`src/rtl/mem_ctrl.sv`:
```
// Byte-serial memory controller: arbitrates icache refills and LSB loads/stores
// onto a single 8-bit RAM/IO port, assembling little-endian words on reads.
module mem_ctrl #(
  parameter logic [1:0] IO_ADDR_HI = 2'b11
) (
  input  logic        clk,
  input  logic        rst,
  input  logic        rdy,
  input  logic        rollback,
  input  logic [7:0]  mem_din,
  output logic [7:0]  mem_dout,
  output logic [31:0] mem_a,
  output logic        mem_wr,
  input  logic        io_buffer_full,
  input  logic [31:0] IC_addr,
  input  logic        IC_addr_sgn,
  output logic [31:0] IC_val,
  output logic        IC_val_sgn,
  input  logic [31:0] LSB_addr,
  input  logic        LSB_sgn,
  input  logic        LSB_wr,
  input  logic [1:0]  LSB_len,
  input  logic [31:0] LSB_wdata,
  output logic [31:0] LSB_rdata,
  output logic        LSB_done
);

  localparam int unsigned AW = 32;
  localparam int unsigned DW = 8;
  localparam int unsigned CW = 3;

  typedef enum logic [1:0] {IDLE, IFETCH, LOAD, STORE} state_e;

  state_e        state_q, state_d;
  logic [CW-1:0] cnt_q, cnt_d;
  logic [CW-1:0] len_q, len_d;
  logic [AW-1:0] base_q, base_d;
  logic [AW-1:0] wdata_q, wdata_d;
  logic [AW-1:0] buf_q, buf_d;
  logic [AW-1:0] mem_a_q, mem_a_d;
  logic [DW-1:0] mem_dout_q, mem_dout_d;
  logic          mem_wr_q, mem_wr_d;
  logic [AW-1:0] ic_val_q, ic_val_d;
  logic          ic_sgn_q, ic_sgn_d;
  logic [AW-1:0] lsb_rdata_q, lsb_rdata_d;
  logic          lsb_done_q, lsb_done_d;

  logic [CW-1:0] nxt_idx;
  logic [1:0]    rd_byte;
  logic [4:0]    rd_sh;

  // Next-state and output logic; reads capture byte cnt-1, stores advance only
  // after a byte was actually presented with mem_wr high.
  always_comb begin
    state_d     = state_q;
    cnt_d       = cnt_q;
    len_d       = len_q;
    base_d      = base_q;
    wdata_d     = wdata_q;
    buf_d       = buf_q;
    mem_a_d     = mem_a_q;
    mem_dout_d  = mem_dout_q;
    mem_wr_d    = 1'b0;
    ic_val_d    = ic_val_q;
    ic_sgn_d    = 1'b0;
    lsb_rdata_d = lsb_rdata_q;
    lsb_done_d  = 1'b0;
    nxt_idx     = cnt_q;
    rd_byte     = cnt_q[1:0] - 2'd1;
    rd_sh       = {rd_byte, 3'b000};

    case (state_q)
      IDLE: begin
        if (!rollback && LSB_sgn) begin
          base_d  = LSB_addr;
          wdata_d = LSB_wdata;
          buf_d   = '0;
          cnt_d   = '0;
          mem_a_d = LSB_addr;
          case (LSB_len)
            2'd0:    len_d = CW'(1);
            2'd1:    len_d = CW'(2);
            default: len_d = CW'(4);
          endcase
          if (LSB_wr) begin
            state_d    = STORE;
            mem_dout_d = LSB_wdata[7:0];
            mem_wr_d   = !((LSB_addr[17:16] == IO_ADDR_HI) && io_buffer_full);
          end else begin
            state_d = LOAD;
          end
        end else if (!rollback && IC_addr_sgn) begin
          state_d = IFETCH;
          base_d  = IC_addr;
          len_d   = CW'(4);
          buf_d   = '0;
          cnt_d   = '0;
          mem_a_d = IC_addr;
        end
      end
      IFETCH, LOAD: begin
        if (rollback) begin
          state_d = IDLE;
          cnt_d   = '0;
        end else begin
          cnt_d = cnt_q + CW'(1);
          if (cnt_q != '0) buf_d = buf_q | (AW'(mem_din) << rd_sh);
          if (cnt_q == len_q) begin
            state_d = IDLE;
            cnt_d   = '0;
            if (state_q == IFETCH) begin
              ic_val_d = buf_d;
              ic_sgn_d = 1'b1;
            end else begin
              lsb_rdata_d = buf_d;
              lsb_done_d  = 1'b1;
            end
          end else if ((cnt_q + CW'(1)) < len_q) begin
            mem_a_d = base_q + AW'(cnt_q + CW'(1));
          end
        end
      end
      STORE: begin
        if (mem_wr_q && ((cnt_q + CW'(1)) == len_q)) begin
          state_d    = IDLE;
          cnt_d      = '0;
          lsb_done_d = 1'b1;
        end else begin
          nxt_idx    = mem_wr_q ? cnt_q + CW'(1) : cnt_q;
          cnt_d      = nxt_idx;
          mem_a_d    = base_q + AW'(nxt_idx);
          mem_dout_d = DW'(wdata_q >> {nxt_idx[1:0], 3'b000});
          mem_wr_d   = !((mem_a_d[17:16] == IO_ADDR_HI) && io_buffer_full);
        end
      end
      default: state_d = IDLE;
    endcase
  end

  // State register; a frozen cycle still drops mem_wr so nothing is written twice.
  always_ff @(posedge clk) begin
    if (rst) begin
      state_q     <= IDLE;
      cnt_q       <= '0;
      len_q       <= '0;
      base_q      <= '0;
      wdata_q     <= '0;
      buf_q       <= '0;
      mem_a_q     <= '0;
      mem_dout_q  <= '0;
      mem_wr_q    <= 1'b0;
      ic_val_q    <= '0;
      ic_sgn_q    <= 1'b0;
      lsb_rdata_q <= '0;
      lsb_done_q  <= 1'b0;
    end else if (rdy) begin
      state_q     <= state_d;
      cnt_q       <= cnt_d;
      len_q       <= len_d;
      base_q      <= base_d;
      wdata_q     <= wdata_d;
      buf_q       <= buf_d;
      mem_a_q     <= mem_a_d;
      mem_dout_q  <= mem_dout_d;
      mem_wr_q    <= mem_wr_d;
      ic_val_q    <= ic_val_d;
      ic_sgn_q    <= ic_sgn_d;
      lsb_rdata_q <= lsb_rdata_d;
      lsb_done_q  <= lsb_done_d;
    end else begin
      mem_wr_q <= 1'b0;
    end
  end

  assign mem_a      = mem_a_q;
  assign mem_dout   = mem_dout_q;
  assign mem_wr     = mem_wr_q;
  assign IC_val     = ic_val_q;
  assign IC_val_sgn = ic_sgn_q;
  assign LSB_rdata  = lsb_rdata_q;
  assign LSB_done   = lsb_done_q;

endmodule

```
`config.mk`:
```
export PLATFORM = sky130hd
export DESIGN_NAME = mem_ctrl
export DESIGN_NICKNAME = d
export VERILOG_FILES = /design/src/rtl/mem_ctrl.sv
export SDC_FILE = /design/constraint.sdc
export NUM_CORES = 1
export LEC_CHECK = 0
export CAP_MARGIN = 20
export CORE_MARGIN = 3
export CORE_UTILIZATION = 51
export DETAILED_ROUTE_END_ITERATION = 7
export GPL_TIMING_DRIVEN = 0
export PLACE_DENSITY = 0.9
export SETUP_SLACK_MARGIN = 0.15
export SLEW_MARGIN = 30
export SYNTH_ARGS = -nofsm -noshare
export SYNTH_HDL_FRONTEND = slang
export SYNTH_SLANG_ARGS = --single-unit
```
`constraint.sdc`:
```
create_clock -name clk -period 3.9 [get_ports clk]
set_clock_uncertainty 0.15 [all_clocks]
set_input_delay 0.78 -clock clk [delete_from_list [all_inputs] [get_ports clk]]
set_output_delay 0.78 -clock clk [all_outputs]
set_load 0.01 [all_outputs]
```
==> Implementation_results.wiki <==
{| class="wikitable"
! Metric !! Value
|-
| First-pass GRT wire length || 56400 microns
|-
| Hold WC Path Type || reg2reg
|-
| Cell Area, Placed || 12500 sq um
|-
| Crit share post-route || 92.8%
|-
| Worst Setup Path Type || reg2reg
|-
| Area of the mapped netlist || 10100 sq um
|-
| Synth Register Bits || 211
|-
| Pin count of the biggest net entering global routing || 15
|-
| Floorplan die height || 147 microns
|-
| Number of distinct library cell variants in the gate-level netlist after synthesis || 77
|-
| Number of detailed-routing iterations run before antenna repair || 5
|-
| Max Slew Vio Count || 0
|-
| Count of H-tree levels built during CTS || 1
|-
| Number of hold-repair buffers added at the cts stage || 0
|-
| Worst relative slew slack || 31.1%
|-
| Total number of vias || 10500
|-
| Mean post-synth cell area || 8.34 sq um
|-
| Boundary pin count || 221
|-
| Nets in the synthesized netlist || 1338
|-
| Count leader, synth || dfxtp_1
|-
| Worst-case register-to-register setup slack || 0.28 ns
|-
| Vias per Instance || 6.08
|-
| Worst hold stages || 2
|-
| Share of post-route cells with drive strength above 1 || 7.04%
|-
| Category of cells accounting for the largest share of critical-path delay || compound AO/OA/AOI/OAI gates
|-
| Shortest period the worst path allows || 3.62 ns
|-
| Post-synthesis async set-or-reset flop share || 0%
|-
| Yosys warnings || 0
|-
| Number of enable-type register cells in the synthesized netlist || 0
|-
| Root buffer cell || clkbuf_16
|-
| NetSw || 1540 uW
|-
| Aggregate global-route resource usage || 32.3%
|-
| Type of origin of the critical path || flop
|-
| Remaining routing DRC violations || 0
|-
| Maximum vdd drop || 0.326 mV
|-
| Routed wire per std cell || 21.0 microns
|-
| Fmax || 276 MHz
|-
| Internal power of the cells || 4120 uW
|-
| RD Place Congestion || 1.03
|-
| R2R cell count || 12
|-
| Synth top area cells || dfxtp_1 (42%), a211oi_1 (9.0%), nor2_1 (7.2%)
|-
| Endpoint type of the worst setup path || flop
|-
| Leading cell types by count after synthesis || dfxtp_1 (211), nor2_1 (193), a21oi_1 (129)
|-
| Clock transition at path regs || 0.06 ns
|-
| Post-route cell area || 13500 sq um
|-
| Setup repair after global routing missed its margin || no
|-
| Crit path arrival time || 3.92 ns
|-
| Crit-path max cell delay || 0.45 ns
|-
| Top cell type's share of synthesized area || 41.9%
|-
| Leakage || 0.00465 uW
|-
| Endpoint of the most critical register-to-register path || mem_a[14]
|-
| Switching power as a share of total power || 27.2%
|-
| Transition time at the pin with the least slew margin || 1.03 ns
|-
| Die area || 21500 sq um
|-
| Clock network fraction of total power || 43.0%
|-
| Hold Vio Cnt, Final || 0
|-
| ANT cells || 0
|-
| Utilization after layout || 70.8%
|-
| Number of instances in the synthesized netlist || 1207
|-
| Slowest stage cell, crit path || dfxtp_4
|-
| Detailed placer's ending HPWL || 26200 microns
|-
| Area growth, synth to finish || 33.7%
|-
| P per Cell Area || 421 nW/um^2
|-
| Beginning of the worst hold path || mem_a[2]
|-
| Maximum fanout encountered on the critical timing path || 9
|-
| Core outline area || 19000 sq um
|-
| Number of nets in the layout || 1578
|-
| Maximum count of clock buffers along a single path || 3
|-
| Post-route antenna net violation count || 0
|-
| Maximum Capacitance Violations || 0
|-
| Number of inserted filler cells in the final layout || 1509
|-
| Top flip-flop cell by instance count after synthesis || dfxtp_1
|-
| Initial DRC Count || 1131
|-
| CP required || 4.20 ns
|-
| Buffering stage count on the worst path with inverters included || 3
|-
| Cell breakdown of the critical path || inv_1 -> ha_1 -> buf_2 -> mux2i_4 -> inv_1 -> fa_1 -> a21o_1 -> and2_1 -> o22ai_1 -> o21ai_0 -> a221o_1 -> a21oi_1
|-
| Result of the run || completed
|-
| Port-buffer cells || 212
|-
| Cell repeated most along the worst path || inv_1
|-
| Vias in the first global route || 10300
|-
| Worst Hold Path EP || mem_a[2]
|-
| Die width || 147 microns
|-
| Total wire length || 36100 microns
|-
| Crit Reg-Reg Startpoint || cnt_q[0]
|-
| Initial antenna violation count || 0
|-
| GRT Residual Overflow || 0
|-
| Starting density of the core || 52.9%
|-
| Gate power share || 15.8%
|-
| Total number of clock tree sinks || 211
|-
| TritonCTS clock tree || built
|-
| Proportion of synthesized chip area in sequential cells || 41.9%
|-
| Num CTS Buffers || 23
|-
| Final Setup Violations || 0
|-
| Clock insertion delay at the later pin of the skew report || 0.53 ns
|-
| Cell type with the largest total area after synthesis || dfxtp_1
|-
| Number of rows in the core area || 50
|-
| Sequential power share || 41.2%
|}
## cell families after synthesis
kind of cell / count (synthesis) / share of synthesized area, %
simple gates: 418 / 18.4
compound gates: 354 / 23.4
flops: 211 / 41.9
buf+inv: 128 / 5.23
mux: 58 / 6.81
xor+xnor: 21 / 1.90
fa+ha+maj: 17 / 2.26
## final cells by class
| cell class | instances | area [sq um] | share of cell area, % |
|---|---|---|---|
| clock buffer | 30 | 662 | 4.92 |
| buffer | 102 | 432 | 3.21 |
| clock inverter | 12 | 196 | 1.46 |
| sequential | 211 | 4230 | 31.4 |
| inverter | 26 | 97.6 | 0.725 |
| tap | 260 | 325 | 2.42 |
| multi-input combinational | 868 | 5380 | 39.9 |
| timing repair buffer | 215 | 2140 | 15.9 |
## registers in the layout, indices dropped and copies added (netlist names)
signal / flops
IC_val: 32
IC_val_sgn: 1
LSB_done: 1
LSB_rdata: 32
base_q: 32
buf_q: 32
cnt_q: 3
len_q: 3
mem_a: 32
mem_dout: 8
mem_wr: 1
state_q: 2
wdata_q: 32
## routing by layer
| layer | vias up | track usage, % | share of wire, % |
|---|---|---|---|
| met1 | 4913 | 41.2 | 39 |
| li1 | 4822 | - | - |
| met3 | 109 | 8.10 | 10 |
| met5 | - | 0 | 0 |
| met4 | 0 | 12.7 | 4.2 |
| met2 | 640 | 52.8 | 46 |
## how the worst max path moves through the flow
stage | slack [ns] | from | cells after the start | to
CTS | 0.11 | cnt_q[0] | 13 | mem_a[17]
detailed placement | -0.97 | cnt_q[0] | 13 | mem_a[17]
floorplan | 0.45 | cnt_q[0] | 12 | mem_a[6]
global route | 0.18 | cnt_q[0] | 12 | mem_a[26]
global placement | -0.80 | cnt_q[0] | 13 | mem_a[17]
finish | 0.28 | cnt_q[0] | 12 | mem_a[14]
## worst min-delay path, delay by kind of cell (launching register included)
family          cells  cell delay (ns)
flops               1             0.31
compound gates      1             0.05
simple gates        1             0.05
## repair_timing
item / CTS / global route
gates resized for setup: 7 / 7
buffers inserted: 1 / 2
pin swaps: 0 / 1
endpoints found under the setup margin: 30 / 15
## power groups by stage
stage | Sequential, uW | Clock [uW] | Combinational, uW
after CTS | 2330 | 2440 | 871
after global routing | 2340 | 2530 | 957
after floorplan | 2380 | 0 | 427
after detailed placement | 2380 | 0 | 858
final | 2330 | 2440 | 895
after global placement | 2370 | 0 | 842
## cell usage in the layout, fill, tap and decap left out, types with 4 or more instances in the layout
cell and n:
clkdlybuf4s50_1 212, dfxtp_1 209, nor2_1 192, a21oi_1 129
nand2_1 124, a211oi_1 121, clkbuf_1 61, mux2i_1 48
inv_1 25, clkbuf_16 23, nor3_1 21, buf_2 19
o21ai_0 18, buf_1 16, ha_1 15, xor2_1 14
nand4_1 13, nand3_1 13, and3_1 9, mux4_2 8
buf_4 7, and4_1 7, a31oi_1 7, xnor2_1 6
o21a_1 6, o211ai_1 6, clkbuf_8 6, nor2b_1 5
and2_1 5, o21ai_1 5, nand3b_1 4, a22oi_1 4
nor4_1 4, bufinv_16 4
## through the flow
stage	TNS [ns]	instances	hold slack, ns	power, uW	setup slack [ns]
floorplan	0	1207	0.283	2810	0.447
global placement	-8.87	1679	0.289	3210	-0.796
detailed placement	-11.06	1679	0.297	3230	-0.971
CTS	0	1722	0.304	5640	0.115
global route	0	1724	0.327	5830	0.184
finish	0	1724	0.303	5660	0.281
No activity file was read; power rests on OpenSTA's default activity.
